===== src/rtl/mult_div_seq_if.sv =====
// mult_div_seq_if
// Purpose : groups the control-unit handshake, the divisor operand, the
//           multiplier/divider unit handshakes and the HI/LO results of the
//           mult_div_seq sequencer into one bundle.
// Modports: slave  - the sequencer (takes requests and unit results, drives
//                    unit enables, HI/LO and status pulses)
//           master - the environment (control unit plus multiplier/divider)
interface mult_div_seq_if;
    logic        MultReq;
    logic        DivReq;
    logic [31:0] RegBOut;
    logic        MultDone;
    logic [31:0] MultHIOut;
    logic [31:0] MultLOOut;
    logic        DivDone;
    logic [31:0] DivHIOut;
    logic [31:0] DivLOOut;
    logic        MultCtrl;
    logic        DivCtrl;
    logic [31:0] HI;
    logic [31:0] LO;
    logic        Busy;
    logic        OpDone;
    logic        DivZero;
    logic        Timeout;

    modport slave (
        input  MultReq, DivReq, RegBOut,
        input  MultDone, MultHIOut, MultLOOut,
        input  DivDone, DivHIOut, DivLOOut,
        output MultCtrl, DivCtrl, HI, LO, Busy, OpDone, DivZero, Timeout
    );

    modport master (
        output MultReq, DivReq, RegBOut,
        output MultDone, MultHIOut, MultLOOut,
        output DivDone, DivHIOut, DivLOOut,
        input  MultCtrl, DivCtrl, HI, LO, Busy, OpDone, DivZero, Timeout
    );
endinterface


===== src/rtl/mult_div_seq.sv =====
// mult_div_seq
// Purpose : sequences one multiply or divide at a time through external
//           iterative units, owns the architectural HI/LO registers, stalls
//           the control unit while busy and aborts a unit that never finishes.
// Ports   : clock   - sole clock, rising edge
//           reset   - asynchronous, active-high
//           bus     - mult_div_seq_if.slave (requests, unit handshakes,
//                     HI/LO, Busy, OpDone/DivZero/Timeout pulses)
// Param   : TIMEOUT - run cycles allowed before the watchdog aborts (1..64)
//
// state     | meaning
// ----------+---------------------------------------------------------------
// IDLE      | waiting for MultReq/DivReq; units disabled
// MULT_RUN  | multiplier enabled, waiting for MultDone or watchdog
// DIV_RUN   | divider enabled, waiting for DivDone or watchdog
// WRITEBACK | latched result copied to HI/LO, OpDone pulsed
// EXC       | DivZero or Timeout pulsed, HI/LO untouched
module mult_div_seq #(
    parameter int TIMEOUT = 48
) (
    input logic          clock,
    input logic          reset,
    mult_div_seq_if.slave bus
);

    typedef enum logic [2:0] {
        IDLE      = 3'd0,
        MULT_RUN  = 3'd1,
        DIV_RUN   = 3'd2,
        WRITEBACK = 3'd3,
        EXC       = 3'd4
    } state_t;

    // Count holds (run cycles completed - 1) during a run, so matching the
    // last value means this is run cycle number TIMEOUT.
    localparam logic [5:0] TMO_LAST = 6'(TIMEOUT - 1);

    state_t      r_state;
    state_t      w_next_state;
    logic [5:0]  r_wait_cnt;
    logic [5:0]  w_wait_cnt_nxt;
    logic        r_exc_tmo;
    logic        w_exc_tmo_nxt;
    logic [31:0] r_res_hi;
    logic [31:0] r_res_lo;
    logic [31:0] r_hi;
    logic [31:0] r_lo;
    logic        w_latch_mult;
    logic        w_latch_div;
    logic        w_expire;
    logic        w_req;

    // ------------------------------------------------------------------
    // Next-state / control decode
    // ------------------------------------------------------------------
    always_comb begin
        w_next_state   = r_state;
        w_wait_cnt_nxt = r_wait_cnt;
        w_exc_tmo_nxt  = r_exc_tmo;
        w_latch_mult   = 1'b0;
        w_latch_div    = 1'b0;
        w_expire       = (r_wait_cnt == TMO_LAST);

        case (r_state)
            IDLE: begin
                // Counter is held clear here so every run starts from 0.
                w_wait_cnt_nxt = '0;
                if (bus.MultReq) begin
                    // Multiply wins; a simultaneous DivReq is dropped.
                    w_next_state = MULT_RUN;
                end else if (bus.DivReq) begin
                    if (bus.RegBOut == 32'd0) begin
                        w_next_state  = EXC;
                        w_exc_tmo_nxt = 1'b0;
                    end else begin
                        w_next_state = DIV_RUN;
                    end
                end
            end

            MULT_RUN: begin
                // Only MultDone is looked at here; a stray DivDone is ignored.
                // A done flag on the final allowed cycle beats the watchdog.
                if (bus.MultDone) begin
                    w_latch_mult = 1'b1;
                    w_next_state = WRITEBACK;
                end else if (w_expire) begin
                    w_next_state  = EXC;
                    w_exc_tmo_nxt = 1'b1;
                end else begin
                    w_wait_cnt_nxt = r_wait_cnt + 6'd1;
                end
            end

            DIV_RUN: begin
                if (bus.DivDone) begin
                    w_latch_div  = 1'b1;
                    w_next_state = WRITEBACK;
                end else if (w_expire) begin
                    w_next_state  = EXC;
                    w_exc_tmo_nxt = 1'b1;
                end else begin
                    w_wait_cnt_nxt = r_wait_cnt + 6'd1;
                end
            end

            WRITEBACK: w_next_state = IDLE;
            EXC:       w_next_state = IDLE;
            default:   w_next_state = IDLE;
        endcase
    end

    // ------------------------------------------------------------------
    // State, counter and result registers
    // ------------------------------------------------------------------
    always_ff @(posedge clock or posedge reset) begin
        if (reset) begin
            r_state    <= IDLE;
            r_wait_cnt <= '0;
            r_exc_tmo  <= 1'b0;
            r_res_hi   <= '0;
            r_res_lo   <= '0;
            r_hi       <= '0;
            r_lo       <= '0;
        end else begin
            r_state    <= w_next_state;
            r_wait_cnt <= w_wait_cnt_nxt;
            r_exc_tmo  <= w_exc_tmo_nxt;

            // Results are captured on the done cycle itself; the unit is
            // free to change its outputs once its enable drops.
            if (w_latch_mult) begin
                r_res_hi <= bus.MultHIOut;
                r_res_lo <= bus.MultLOOut;
            end else if (w_latch_div) begin
                r_res_hi <= bus.DivHIOut;
                r_res_lo <= bus.DivLOOut;
            end

            // HI/LO are written only by the WRITEBACK cycle, so they show the
            // new value from the cycle after the OpDone pulse.
            if (r_state == WRITEBACK) begin
                r_hi <= r_res_hi;
                r_lo <= r_res_lo;
            end
        end
    end

    // ------------------------------------------------------------------
    // Outputs
    // ------------------------------------------------------------------
    // The accept-cycle stall is combinational from the request; reset masks
    // it so Busy is 0 for as long as reset is asserted.
    assign w_req = (bus.MultReq | bus.DivReq) & ~reset;

    assign bus.MultCtrl = (r_state == MULT_RUN);
    assign bus.DivCtrl  = (r_state == DIV_RUN);
    assign bus.Busy     = (r_state != IDLE) | w_req;
    assign bus.OpDone   = (r_state == WRITEBACK);
    assign bus.DivZero  = (r_state == EXC) & ~r_exc_tmo;
    assign bus.Timeout  = (r_state == EXC) &  r_exc_tmo;
    assign bus.HI       = r_hi;
    assign bus.LO       = r_lo;

endmodule


===== src/flat_wrapper.sv =====
// flat-port wrapper written by rule: the top's interface ports become plain ports
module mult_div_seq_flat 
#(
    parameter int TIMEOUT = 48
)
  (clock, reset, bus_MultReq, bus_DivReq, bus_RegBOut, bus_MultDone, bus_MultHIOut, bus_MultLOOut, bus_DivDone, bus_DivHIOut, bus_DivLOOut, bus_MultCtrl, bus_DivCtrl, bus_HI, bus_LO, bus_Busy, bus_OpDone, bus_DivZero, bus_Timeout);
  mult_div_seq_if bus_i ();
  input logic clock;
  input logic reset;
  input wire logic [$bits(bus_i.MultReq)-1:0] bus_MultReq;
  input wire logic [$bits(bus_i.DivReq)-1:0] bus_DivReq;
  input wire logic [$bits(bus_i.RegBOut)-1:0] bus_RegBOut;
  input wire logic [$bits(bus_i.MultDone)-1:0] bus_MultDone;
  input wire logic [$bits(bus_i.MultHIOut)-1:0] bus_MultHIOut;
  input wire logic [$bits(bus_i.MultLOOut)-1:0] bus_MultLOOut;
  input wire logic [$bits(bus_i.DivDone)-1:0] bus_DivDone;
  input wire logic [$bits(bus_i.DivHIOut)-1:0] bus_DivHIOut;
  input wire logic [$bits(bus_i.DivLOOut)-1:0] bus_DivLOOut;
  output wire logic [$bits(bus_i.MultCtrl)-1:0] bus_MultCtrl;
  output wire logic [$bits(bus_i.DivCtrl)-1:0] bus_DivCtrl;
  output wire logic [$bits(bus_i.HI)-1:0] bus_HI;
  output wire logic [$bits(bus_i.LO)-1:0] bus_LO;
  output wire logic [$bits(bus_i.Busy)-1:0] bus_Busy;
  output wire logic [$bits(bus_i.OpDone)-1:0] bus_OpDone;
  output wire logic [$bits(bus_i.DivZero)-1:0] bus_DivZero;
  output wire logic [$bits(bus_i.Timeout)-1:0] bus_Timeout;
  assign bus_i.MultReq = bus_MultReq;
  assign bus_i.DivReq = bus_DivReq;
  assign bus_i.RegBOut = bus_RegBOut;
  assign bus_i.MultDone = bus_MultDone;
  assign bus_i.MultHIOut = bus_MultHIOut;
  assign bus_i.MultLOOut = bus_MultLOOut;
  assign bus_i.DivDone = bus_DivDone;
  assign bus_i.DivHIOut = bus_DivHIOut;
  assign bus_i.DivLOOut = bus_DivLOOut;
  assign bus_MultCtrl = bus_i.MultCtrl;
  assign bus_DivCtrl = bus_i.DivCtrl;
  assign bus_HI = bus_i.HI;
  assign bus_LO = bus_i.LO;
  assign bus_Busy = bus_i.Busy;
  assign bus_OpDone = bus_i.OpDone;
  assign bus_DivZero = bus_i.DivZero;
  assign bus_Timeout = bus_i.Timeout;
  mult_div_seq #(.TIMEOUT(TIMEOUT)) u_core (.clock(clock), .reset(reset), .bus(bus_i));
endmodule

===== config.mk =====
export PLATFORM = sky130hd
export DESIGN_NAME = mult_div_seq_flat
export DESIGN_NICKNAME = d
export VERILOG_FILES = /design/src/rtl/mult_div_seq_if.sv /design/src/rtl/mult_div_seq.sv /design/src/flat_wrapper.sv
export SDC_FILE = /design/constraint.sdc
export NUM_CORES = 1
export LEC_CHECK = 0
export ABC_AREA = 1
export BUFFER_PORTS_ARGS = -buffer_cell sky130_fd_sc_hd__buf_2
export CORE_MARGIN = 5
export CORE_UTILIZATION = 40
export DETAILED_ROUTE_END_ITERATION = 8
export PLACE_DENSITY = 0.68
export SYNTH_ARGS = -nofsm -noshare
export SYNTH_HDL_FRONTEND = slang
export SYNTH_SLANG_ARGS = --single-unit

===== constraint.sdc =====
create_clock -name clock -period 5 [get_ports clock]
set_input_delay 0.5 -clock clock [delete_from_list [all_inputs] [get_ports clock]]
set_output_delay 0.5 -clock clock [all_outputs]
set_load 0.02 [all_outputs]

Word level (Yosys, flattened, before mapping). Index checks and enable logic that the tools add are counted.

Register bits after elaboration: 138. Input bits: 166. Output and inout bits: 70.

Add/subtract/negate cells: 1. Equality and inequality tests: 11. Muxes and demuxes: 26. Bitwise gates (word level): 7. Reduce and logical (&&, ||, !) cells: 7.

Operators with widths (count): $mux 32 (4); $logic_not 32->1 (1); $mux 3 (6); $mux 6 (3); $pmux 6 s3 (1); $mux 1 (10); $pmux 3 s3 (1); $ne 2x2->1 const B (4); $add 6x1->6 const B (1); $eq 3x2->1 const B (2); $eq 6x6->1 const B (1); $reduce_and 6->1 (1); $reduce_bool 3->1 (2); $and 1x1->1 (3); $eq 3x1->1 const B (1); $eq 3x3->1 const B (1); $logic_not 3->1 (1); $ne 3x3->1 const B (1); $pmux 1 s3 (1); $reduce_and 3->1 (1); $ne 2x1->1 const B (1); $not 1->1 (2); $or 1x1->1 (2); $reduce_bool 2->1 (1).

Logic depth before layout (Yosys ltp). Gate-level depths: netlist of the first run.

Depth in word-level cells: 5. Depth in mapped cells: 9. Depth with buffers taken out: 9.

Worst setup path before layout of the first run. No wires, ideal clock.

Path type: flip-flop to output port. Start: register u_core.r_state[2]. End: output bus_OpDone. Arrival time: 1197 ps. Required time: 4500 ps. Slack: 3303 ps. Stages on the path, launching flop included: 5. Buffers on the path: 1. Path through: dfrtp_1 nor2_1 nand2_1 clkinv_1 clkbuf_1.

Longest elaborated chain between the ends: 1.

RTL lines: from (decl) (RTL line mult_div_seq.sv:38) `state_t r_state;`; from (signal assigned) (RTL line mult_div_seq.sv:126) `r_state <= w_next_state;`; $eq 3x2->1 (RTL line mult_div_seq.sv:159) `assign bus.OpDone = (r_state == WRITEBACK);`; to (decl) (RTL line flat_wrapper.sv:24) `output wire logic [$bits(bus_i.OpDone)-1:0] bus_OpDone;`.

No other way between the ends.

Worst setup path after layout of the first run.
Start: register u_core.r_state[1]. End: register u_core.r_res_hi[0].

Longest elaborated chain between the ends: 3. Elaborated cells on any way between the ends: 6. Classes of those cells: eq/ne (2); mux (3); reduce/logical (1).

RTL lines: $eq 3x1->1 / $eq 3x2->1 (equally long branches) (RTL line mult_div_seq.sv:64) `case (r_state)`; $mux 1 (RTL line mult_div_seq.sv:64); $mux 32 / $reduce_bool 2->1 (equally long branches); to (signal assigned) (RTL line mult_div_seq.sv:133) `r_res_hi <= bus.MultHIOut;`; to (signal assigned) (RTL line mult_div_seq.sv:136) `r_res_hi <= bus.DivHIOut;`; to (decl) (RTL line mult_div_seq.sv:44) `logic [31:0] r_res_hi;`.

Parallel ways exist; a longest one is shown, timed or not. A chain may end at the register's enable or synchronous reset.

==> results of run 1 <==
## synthesized netlist by cell type
master / count / area (um^2)
nand3_1: 11 / 55.1
clkbuf_1: 11 / 41.3
nor2_1: 92 / 345
xor2_1: 4 / 35.0
a31oi_1: 32 / 200
buf_4: 6 / 45.0
nor3_4: 1 / 16.3
inv_2: 2 / 7.51
nand2_1: 219 / 822
inv_1: 45 / 169
dfrtp_1: 138 / 3450
nor2_4: 1 / 11.3
buf_1: 1 / 3.75
o21a_1: 1 / 7.51
o21ai_0: 66 / 330
clkinv_1: 1 / 3.75
buf_6: 2 / 22.5
o21ai_1: 7 / 35.0
nor3_1: 3 / 15.0
buf_2: 20 / 100
nand2_2: 4 / 25.0
o22ai_1: 32 / 200
ha_1: 1 / 12.5
a21oi_1: 7 / 35.0
## per-stage QoR
| step | hold WS (ps) | utilization [%] | setup slack [ps] |
|---|---|---|---|
| final | 309 | 54.1 | 2360 |
| after floorplan | 443 | - | 804 |
| after CTS | 314 | 54.1 | 2350 |
| after detailed placement | 453 | 49.6 | 2320 |
| after global placement | 449 | 49.6 | 2380 |
| after global routing | 334 | 54.1 | 2090 |
## state kept, by name (all words and copies together), names as in the netlist
name,flops
u_core.bus.HI,32
u_core.bus.LO,32
u_core.r_exc_tmo,1
u_core.r_res_hi,32
u_core.r_res_lo,32
u_core.r_state,3
u_core.r_wait_cnt,6
## layout by cell type, fill, tap and decap left out, types with 4 or more instances in the layout
cell type / count
a31oi_1: 32
o21ai_1: 7
o22ai_1: 32
nand3_1: 11
nand2_1: 218
inv_1: 44
buf_4: 5
clkbuf_8: 5
nor2_1: 92
buf_2: 235
o21ai_0: 66
clkbuf_16: 17
a21oi_1: 7
bufinv_16: 4
dfrtp_1: 138
xor2_1: 4
## final timing paths
kind | slack (ps) | endpoint | startpoint
setup / recovery | 2360 | u_core.r_res_hi[0]$_DFFE_PP0P_ | u_core.r_state[1]$_DFFE_PP0P_
hold / removal | 310 | u_core.r_res_lo[2]$_DFFE_PP0P_ | reset
setup reg to reg | 2360 | u_core.r_res_hi[0]$_DFFE_PP0P_ | u_core.r_state[1]$_DFFE_PP0P_
hold reg to reg | 470 | u_core.bus.LO[28]$_DFFE_PP0P_ | u_core.r_res_lo[28]$_DFFE_PP0P_
max in group asynchronous | 3650 | u_core.bus.HI[19]$_DFFE_PP0P_ | reset
min in group clock | 330 | u_core.r_res_lo[5]$_DFFE_PP0P_ | bus_MultLOOut[5]
## worst reg2reg max path, cell delays in order (launching register included)
cell and delay (ps):
dfrtp_1 500, nor3_4 90, nand2_2 90, buf_4 600, inv_2 700, o21ai_0 400
o22ai_1 100
## logic make-up (layout without fill, tap and decap cells)
| family | count (synthesis) | in the layout |
|---|---|---|
| adders and majority gates | 1 | 1 |
| xor gates and xnor gates | 4 | 4 |
| and+or+nand+nor | 331 | 331 |
| DFF | 138 | 138 |
| buffers and inverters | 88 | 320 |
| AOI/OAI and AO/OA | 145 | 145 |
## layer usage
layer  track usage [%]  vias to the layer above  wire (um)
met1              24.2                     2505       7030
met3              4.69                       28       1030
met4              6.96                        0        318
met2              30.3                      195       7850
met5                 0                        -          0
li1                  -                     2735          -
## power breakdown
| part | total (uW) | switching [uW] | internal [uW] |
|---|---|---|---|
| Clock | 1370 | 467 | 902 |
| Combinational | 2090 | 1400 | 687 |
| Sequential | 1890 | 237 | 1660 |
| Total | 5350 | 2110 | 3250 |
## cell type report
| class | instances | area [um^2] |
|---|---|---|
| fill | 1385 | 6690 |
| inverter | 48 | 185 |
| sequential | 138 | 3450 |
| multi-input combinational | 481 | 2160 |
| tap | 184 | 230 |
| clock inverter | 10 | 163 |
| timing repair buffer | 240 | 1210 |
| clock buffer | 22 | 494 |
==> results by group, run 1 <==
Detailed routing
  • First-pass iteration count of the detailed router: 4
  • Via-to-Cell Ratio: a little under 5
  • Routed WL: 16,200 um
  • Final ANT Viol Nets: 0
  • Residual DRC count: 0
  • DRT iter0 DRCs: 347
  • Total number of vias: about 5,500
  • Drt wl/cell: between 10 and 15 um

Synthesis
  • Complex-gate fraction of the synthesized area: a little over an eighth
  • Synth Net Count: slightly below 900
  • Syn avg cell area: about 8.5 um^2
  • Largest family of logic cells by synthesized area: simple AND/OR/NAND/NOR gates
  • Register bit total from synthesis: around 140
  • Multiplexer share of the synthesized area: 0%
  • Post-Synth XOR/XNOR Area: less than 1%
  • Cell area after synthesis: 5990 um^2
  • Post-synthesis sequential area ratio: 57.6%
  • Yosys warnings: 0
  • Post-Synth Adder-Cell Area: less than 1%
  • Simple-gate share of the synthesized area: between 20% and 30%
  • Synth Instances: just over 700
  • Synth cell types: 24

Place
  • HPWL Detailed: 10,800 um
  • I/O Buffers: about 240
  • Placed cells: 1,091
  • Final GP Congestion: 0.855
  • Cell Area, Placed: about 7200 um^2

Min path
  • Hold WC Path Type: in -> async

Pwr
  • Pwr dens: about 680 nW/um^2
  • VDD IR max: between 600 and 700 uV
  • Final Power: approximately 5400 uW
  • Leak: between 0.004 and 0.005 uW

Floorplanning
  • Die Area: roughly 18,000 um^2
  • Top Ports: between 200 and 250
  • Die W: around 130 um
  • Chip height: about 130 um
  • Row count: 44
  • Core area: between 10,000 and 15,000 um^2
  • Initial core utilization: between 40% and 50%

Worst setup path
  • WP data required: ~5300 ps
  • Worst r2r path cells: 6
  • Critical path launch point type: register
  • Critical-path cell list: nor3_4 -> nand2_2 -> buf_4 -> inv_2 -> o21ai_0 -> o22ai_1
  • Critical path capture point type: register
  • CP max stage cell: inv_2
  • Critical path depth: 6
  • Buf+Inv Stages, Crit Path: 2
  • WP data arrival: 2890 ps
  • Max incr delay on CP: 670 ps
  • CP top delay family: buffers and inverters
  • CP Max Fanout: 66
  • Crit path kind: reg -> reg

STA
  • RSZ-0062 raised after global routing: no
  • Total negative setup slack: 0 ps
  • Max-Slew Margin vs Limit: a little under a quarter
  • Endpoints failing hold: 0
  • Clk_skew: about 5 ps
  • Worst-Margin Slew: between 1000 and 1500 ps
  • Final setup vio count: 0
  • Crit path time final: about 2600 ps
  • Final period utilization: a little over half
  • FMAX: about 380 MHz
  • Pins Over Slew Limit: 0

Clocking
  • CTS Hold Bufs: 0
  • Post-CTS resize count: 0
  • Clock Latency Late Sink: 410 ps
  • Worst-path clk slew: ~60 ps
  • Htree depth: 4
  • Clock root buffer: clkbuf_16
  • TritonCTS clock tree: yes
  • Clk buf depth: 2
  • Post-CTS Setup Inserts: 0
  • Num CTS Buffers: 17
  • # clock sinks: 138

Cells and area
  • Final Cell Area: about 7900 um^2
  • Layout area overhead: 31.8%
  • Antenna diodes: 0
  • Nets: 1,093
  • Non-Filler Instances: between 1,000 and 1,500
  • Share of layout cells above drive strength 1: a little under a third

Global routing
  • Gr ovfl total: 0
  • First-pass GRT wire length: 26,800 um
  • Largest net degree at the start of global routing: 106
  • Antenna violations before repair: 0
  • Total Routing Usage GR: 18.7%
  • Vias in the first global route: ~5,400

Job
  • Max_cap viols: 0

Outcome
  • Status: completed
Power figures use the tool's default switching activity.
==> run 2: changes to the inputs <==
clock period = 2.8 ns   (was 5 ns; I/O delays follow)
==> run 2 against run 1 <==
Effect of this change: critical path type is now reg -> out; largest power group unchanged; utilization rose by 0.66 points; combinational power up 83%; clock power up 89%; non-clock buffer count rose by 5; critical path depth rose by 1; sequential power increased by 79%; critical endpoint is now bus_Busy; register-to-register slack worse by 1500 ps.
==> results by group, run 2 (same netlist as run 1, synthesis figures left out) <==
Outcome
  • Status: completed

STA
  • Max-Slew Margin vs Limit: 46.7%
  • Total negative setup slack: 0 ps
  • FMAX: between 400 and 500 MHz
  • Pins Over Slew Limit: 0
  • RSZ-0062 raised after global routing: no
  • Clk_skew: about 6.7 ps
  • Final period utilization: roughly 77%
  • Worst hold slack: roughly 31 ps
  • Crit path time final: between 2000 and 2500 ps
  • Worst-Margin Slew: 799 ps
  • Endpoints failing hold: 0
  • Final setup vio count: 0
  • Final setup margin: 652 ps

Clocking
  • Post-CTS resize count: 0
  • TritonCTS clock tree: yes
  • Htree depth: 4
  • Clock Latency Late Sink: 420 ps
  • Num CTS Buffers: 17
  • Post-CTS Setup Inserts: 0
  • Worst-path clk slew: 60 ps
  • Clk buf depth: 2
  • # clock sinks: between 100 and 150
  • CTS Hold Bufs: 0
  • Clock root buffer: clkbuf_16

Detailed routing
  • First-pass iteration count of the detailed router: 9
  • Total number of vias: around 5,400
  • Routed WL: roughly 17,000 um
  • Residual DRC count: 0
  • Via-to-Cell Ratio: 4.83
  • DRT iter0 DRCs: approximately 270
  • Final ANT Viol Nets: 0
  • Drt wl/cell: ~15 um

Worst setup path
  • Critical path launch point type: register
  • CP Max Fanout: 6
  • WP data required: ~2500 ps
  • Critical path capture point type: output pin
  • Max incr delay on CP: 460 ps
  • CP top delay family: simple AND/OR/NAND/NOR gates
  • Crit path kind: reg -> out
  • Critical-path cell list: inv_1 -> nand2_1 -> nor2_1 -> inv_1 -> nor3_1 -> a21oi_1 -> buf_2
  • WP data arrival: ~1900 ps
  • Buf+Inv Stages, Crit Path: 3
  • CP max stage cell: dfrtp_1
  • Most used cell, CP: inv_1

Cells and area
  • Most frequent cells in the layout: 235 x buf_2, 218 x nand2_1, 138 x dfrtp_1, 92 x nor2_1, 66 x o21ai_0
  • Non-Filler Instances: 1,128
  • Filler cell count: about 1,400
  • Nets: 1,098
  • Final core occ: between 50% and 60%
  • Antenna diodes: 0
  • Commonest non-fill, non-tap cell in the layout: buf_2
  • Share of layout cells above drive strength 1: a little under a third
  • Layout area overhead: 33.4%

Place
  • I/O Buffers: ~240
  • Placed cells: ~1,100
  • HPWL Detailed: between 10,000 and 15,000 um
  • Pre-CTS worst setup slack: 900 ps
  • Final GP Congestion: just under 0.8

Pwr
  • Pwr dens: between 1000 and 1500 nW/um^2
  • VDD IR max: 439 uV
  • Leak: ~0.0042 uW

Global routing
  • Largest net degree at the start of global routing: approximately 140
  • Vias in the first global route: around 5,400
  • First-pass GRT wire length: between 20,000 and 30,000 um
  • Antenna violations before repair: 0
  • Gr ovfl total: 0
  • Total Routing Usage GR: between 10% and 20%

Floorplanning
  • Chip height: around 130 um
  • Row count: 44
  • Die W: approximately 130 um
  • Die Area: 17,500 um^2
  • Initial core utilization: between 40% and 50%
  • Top Ports: about 240
  • Core area: 14,600 um^2

Job
  • Max_cap viols: 0

Min path
  • Hold WC Path Type: in -> async
-- run 2: power breakdown --
| part | switching (uW) | total, uW | internal [uW] |
|---|---|---|---|
| sequential | 427 | 3380 | 2960 |
| combinational | 2540 | 3820 | 1280 |
| clock | 840 | 2590 | 1750 |
| total | 3800 | 9790 | 5990 |
-- run 2: metrics by stage --
stage | total power (uW) | instance area (um^2)
CTS | 9900 | 7990
finish | 9790 | 7990
floorplan | 6070 | 6000
global route | 10500 | 7990
detailed placement | 7270 | 7310
global placement | 7160 | 7310
-- run 2: final cells by class --
class	count	area, um^2	share of cell area, %
Clock inverter	14	250	3.13
Multi-Input combinational cell	481	2160	27.0
Inverter	48	184	2.30
Timing Repair Buffer	245	1290	16.1
Sequential cell	138	3450	43.2
Tap cell	184	230	2.88
Clock buffer	18	429	5.37
-- run 2: layer usage --
| metal | part of all wire, % | vias up | GRT usage, % |
|---|---|---|---|
| met5 | 0 | - | 0 |
| met4 | 2.7 | 0 | 8.77 |
| met3 | 6.7 | 33 | 4.43 |
| met2 | 48 | 194 | 30.4 |
| met1 | 42 | 2474 | 23.7 |
| li1 | - | 2744 | - |
-- run 2: tightest hold or removal path, cell delays in order --
cell,delay (ps)
buf_2,120
clkinvlp_4,70
buf_12,460
-- run 2: final timing paths --
check                                          startpoint                               to  slack, ps  depth (start not counted)
hold reg to reg            u_core.r_res_lo[0]$_DFFE_PP0P_     u_core.bus.LO[0]$_DFFE_PP0P_        460                          2
max in group asynchronous                           reset    u_core.bus.LO[19]$_DFFE_PP0P_       2120                          3
hold / removal                                      reset    u_core.r_state[2]$_DFFE_PP0P_         30                          3
setup reg to reg            u_core.r_state[1]$_DFFE_PP0P_  u_core.r_res_hi[23]$_DFFE_PP0P_        890                          7
min in group clock                       bus_MultLOOut[4]   u_core.r_res_lo[4]$_DFFE_PP0P_        110                          3
setup / recovery            u_core.r_state[2]$_DFFE_PP0P_                         bus_Busy        650                          7
==> run 3: changes to the inputs <==
clock period = 2 ns   (was 2.8 ns; I/O delays follow)
==> run 3 against run 2 <==
Effect of this change: routed wire length down 0.76%; sequential cell count unchanged; largest cell class unchanged; largest power group unchanged; worst setup slack worse by 530 ps; register-to-register slack worse by 540 ps.
==> results by group, run 3 (same netlist as run 1, synthesis figures left out) <==
Worst setup path
  • WP data required: roughly 1800 ps
  • Max incr delay on CP: between 400 and 500 ps
  • WP data arrival: 1680 ps
  • Reg-to-Reg End: u_core.r_wait_cnt[3]$_DFFE_PP0P_
  • Flop2flop setup slack: around 350 ps
  • Critical path capture point type: output pin
  • CP top delay family: buffers and inverters
  • Critical-path cell list: buf_4 -> nor2_1 -> inv_1 -> nor3_4 -> a21oi_1 -> buf_2
  • Worst r2r path cells: 7
  • Buf+Inv Stages, Crit Path: 3
  • CP max stage cell: dfrtp_1
  • Critical path launch point type: register
  • Crit path kind: reg -> out
  • Worst Setup SP: u_core.r_state[1]$_DFFE_PP0P_
  • R2r startpoint: u_core.r_state[2]$_DFFE_PP0P_
  • CP Max Fanout: 4

Detailed routing
  • Residual DRC count: 0
  • Via-to-Cell Ratio: between 4 and 5
  • Drt wl/cell: about 15 um
  • First-pass iteration count of the detailed router: 4
  • Total number of vias: around 5,500
  • Routed WL: around 17,000 um
  • DRT iter0 DRCs: 233
  • Final ANT Viol Nets: 0

Global routing
  • First-pass GRT wire length: roughly 28,000 um
  • Largest net degree at the start of global routing: 96
  • Gr ovfl total: 0
  • Total Routing Usage GR: 19.1%
  • Antenna violations before repair: 0
  • Vias in the first global route: about 5,600

Floorplanning
  • Top Ports: 236
  • Row count: between 40 and 50
  • Initial core utilization: roughly two fifths
  • Die Area: 17,500 um^2
  • Core area: roughly 15,000 um^2
  • Chip height: about 130 um
  • Die W: 132 um

Clocking
  • Htree depth: 4
  • Post-CTS Setup Inserts: 0
  • Clk buf depth: 2
  • Worst-path clk slew: ~60 ps
  • # clock sinks: between 100 and 150
  • TritonCTS clock tree: yes
  • Clock root buffer: clkbuf_16
  • Num CTS Buffers: 17
  • Clock Latency Late Sink: approximately 400 ps

STA
  • Total negative setup slack: 0 ps
  • Max-Slew Margin vs Limit: between 60 and 70%
  • Final setup vio count: 0
  • Worst-Margin Slew: around 470 ps
  • Endpoints failing hold: 0
  • FMAX: around 530 MHz
  • RSZ-0062 raised after global routing: no
  • Clk_skew: 4.68 ps
  • Pins Over Slew Limit: 0
  • Final period utilization: a little over nine tenths
  • Crit path time final: between 1500 and 2000 ps

Cells and area
  • Nets: 1,108
  • Commonest non-fill, non-tap cell in the layout: buf_2
  • Most frequent cells in the layout: 235 x buf_2, 218 x nand2_1, 137 x dfrtp_1, 92 x nor2_1, 66 x o21ai_0
  • Layout area overhead: 35.0%
  • Share of layout cells above drive strength 1: 31.0%
  • Non-Filler Instances: around 1,100
  • Antenna diodes: 0

Pwr
  • Leak: about 0.0042 uW
  • Sw Ratio: between 30% and 40%
  • Net Switching: 5310 uW
  • P_int: approximately 8000 uW
  • Clock share of power: between 20% and 30%
  • Pwr dens: 1670 nW/um^2
  • Sequential share of power: a little over a third
  • Combinational share of power: 41.2%
  • VDD IR max: 728 uV

Min path
  • Hold WC Path Type: in -> reg
  • Hold Path End: u_core.r_res_lo[2]$_DFFE_PP0P_
  • Hold depth: 3
  • Hold_sp: bus_MultLOOut[2]

Outcome
  • Status: completed

Place
  • Placed cells: roughly 1,100
  • HPWL Detailed: about 12,000 um
  • I/O Buffers: 235
  • Final GP Congestion: between 0.8 and 0.9

Job
  • Max_cap viols: 0
## run 3: power by group through the flow
| stage | combinational (uW) | sequential, uW | clock, uW |
|---|---|---|---|
| 6_report | 5560 | 4730 | 3200 |
| 5_1_grt | 6260 | 4900 | 3400 |
| 4_1_cts | 5650 | 4730 | 3270 |
| 3_5_place_dp | 5620 | 4760 | 0 |
| 3_3_place_gp | 5500 | 4740 | 0 |
| 2_1_floorplan | 3030 | 5460 | 0 |
## run 3: repair_timing
| action | 4_1_cts | 5_1_grt |
|---|---|---|
| hold buffers | 1 | 0 |
| hold endpoints to repair | 13 | 0 |
| gates resized for setup | 1 | 4 |
| endpoints found under the setup margin | 1 | 2 |
| cloned | 0 | 0 |
## run 3: final cells by class
class | instances | area (um^2)
flip-flops and latches | 138 | 3450
fillers | 1405 | 6500
well taps | 184 | 230
repair buffers | 255 | 1440
clock buffers | 25 | 495
clock inverters | 7 | 113
inverters | 48 | 188
multi-input cells | 481 | 2170
## run 3: metrics by stage
step	area, um^2	worst slack [ps]	power (uW)	util (%)	hold slack, ps
floorplan	6000	78.9	8490	-	328
global placement	7460	420	10200	51.1	264
detailed placement	7460	336	10400	51.1	259
CTS	8080	24.9	13600	55.4	16.1
global route	8090	5.55	14600	55.5	35.1
finish	8090	124	13500	55.5	36.3
## run 3: worst reg2reg max path, stage by stage, from the launching register on
cell and delay (ps):
dfrtp_2 450, nor2_1 230, nand2_1 140, nand2_1 100
nand3_1 190, nor2_4 260, nand3_1 100, o21ai_0 90
## run 3: worst max path at each step
stage / cells after the start / slack (ps) / end
global placement: 8 / 420 / u_core.r_wait_cnt[0]$_DFFE_PP0P_
detailed placement: 8 / 340 / u_core.r_wait_cnt[4]$_DFFE_PP0P_
floorplan: 1 / 80 / u_core.bus.HI[0]$_DFFE_PP0P_
global route: 7 / 6 / bus_Busy
finish: 6 / 120 / bus_Busy
CTS: 5 / 20 / bus_OpDone
## run 3: metal layers
layer | track usage [%] | share of wire [%] | vias up
li1 | - | - | 2765
met1 | 24.5 | 42 | 2571
met2 | 31.2 | 49 | 175
met3 | 4.58 | 6.6 | 28
met4 | 7.69 | 2.3 | 0
met5 | 0 | 0 | -
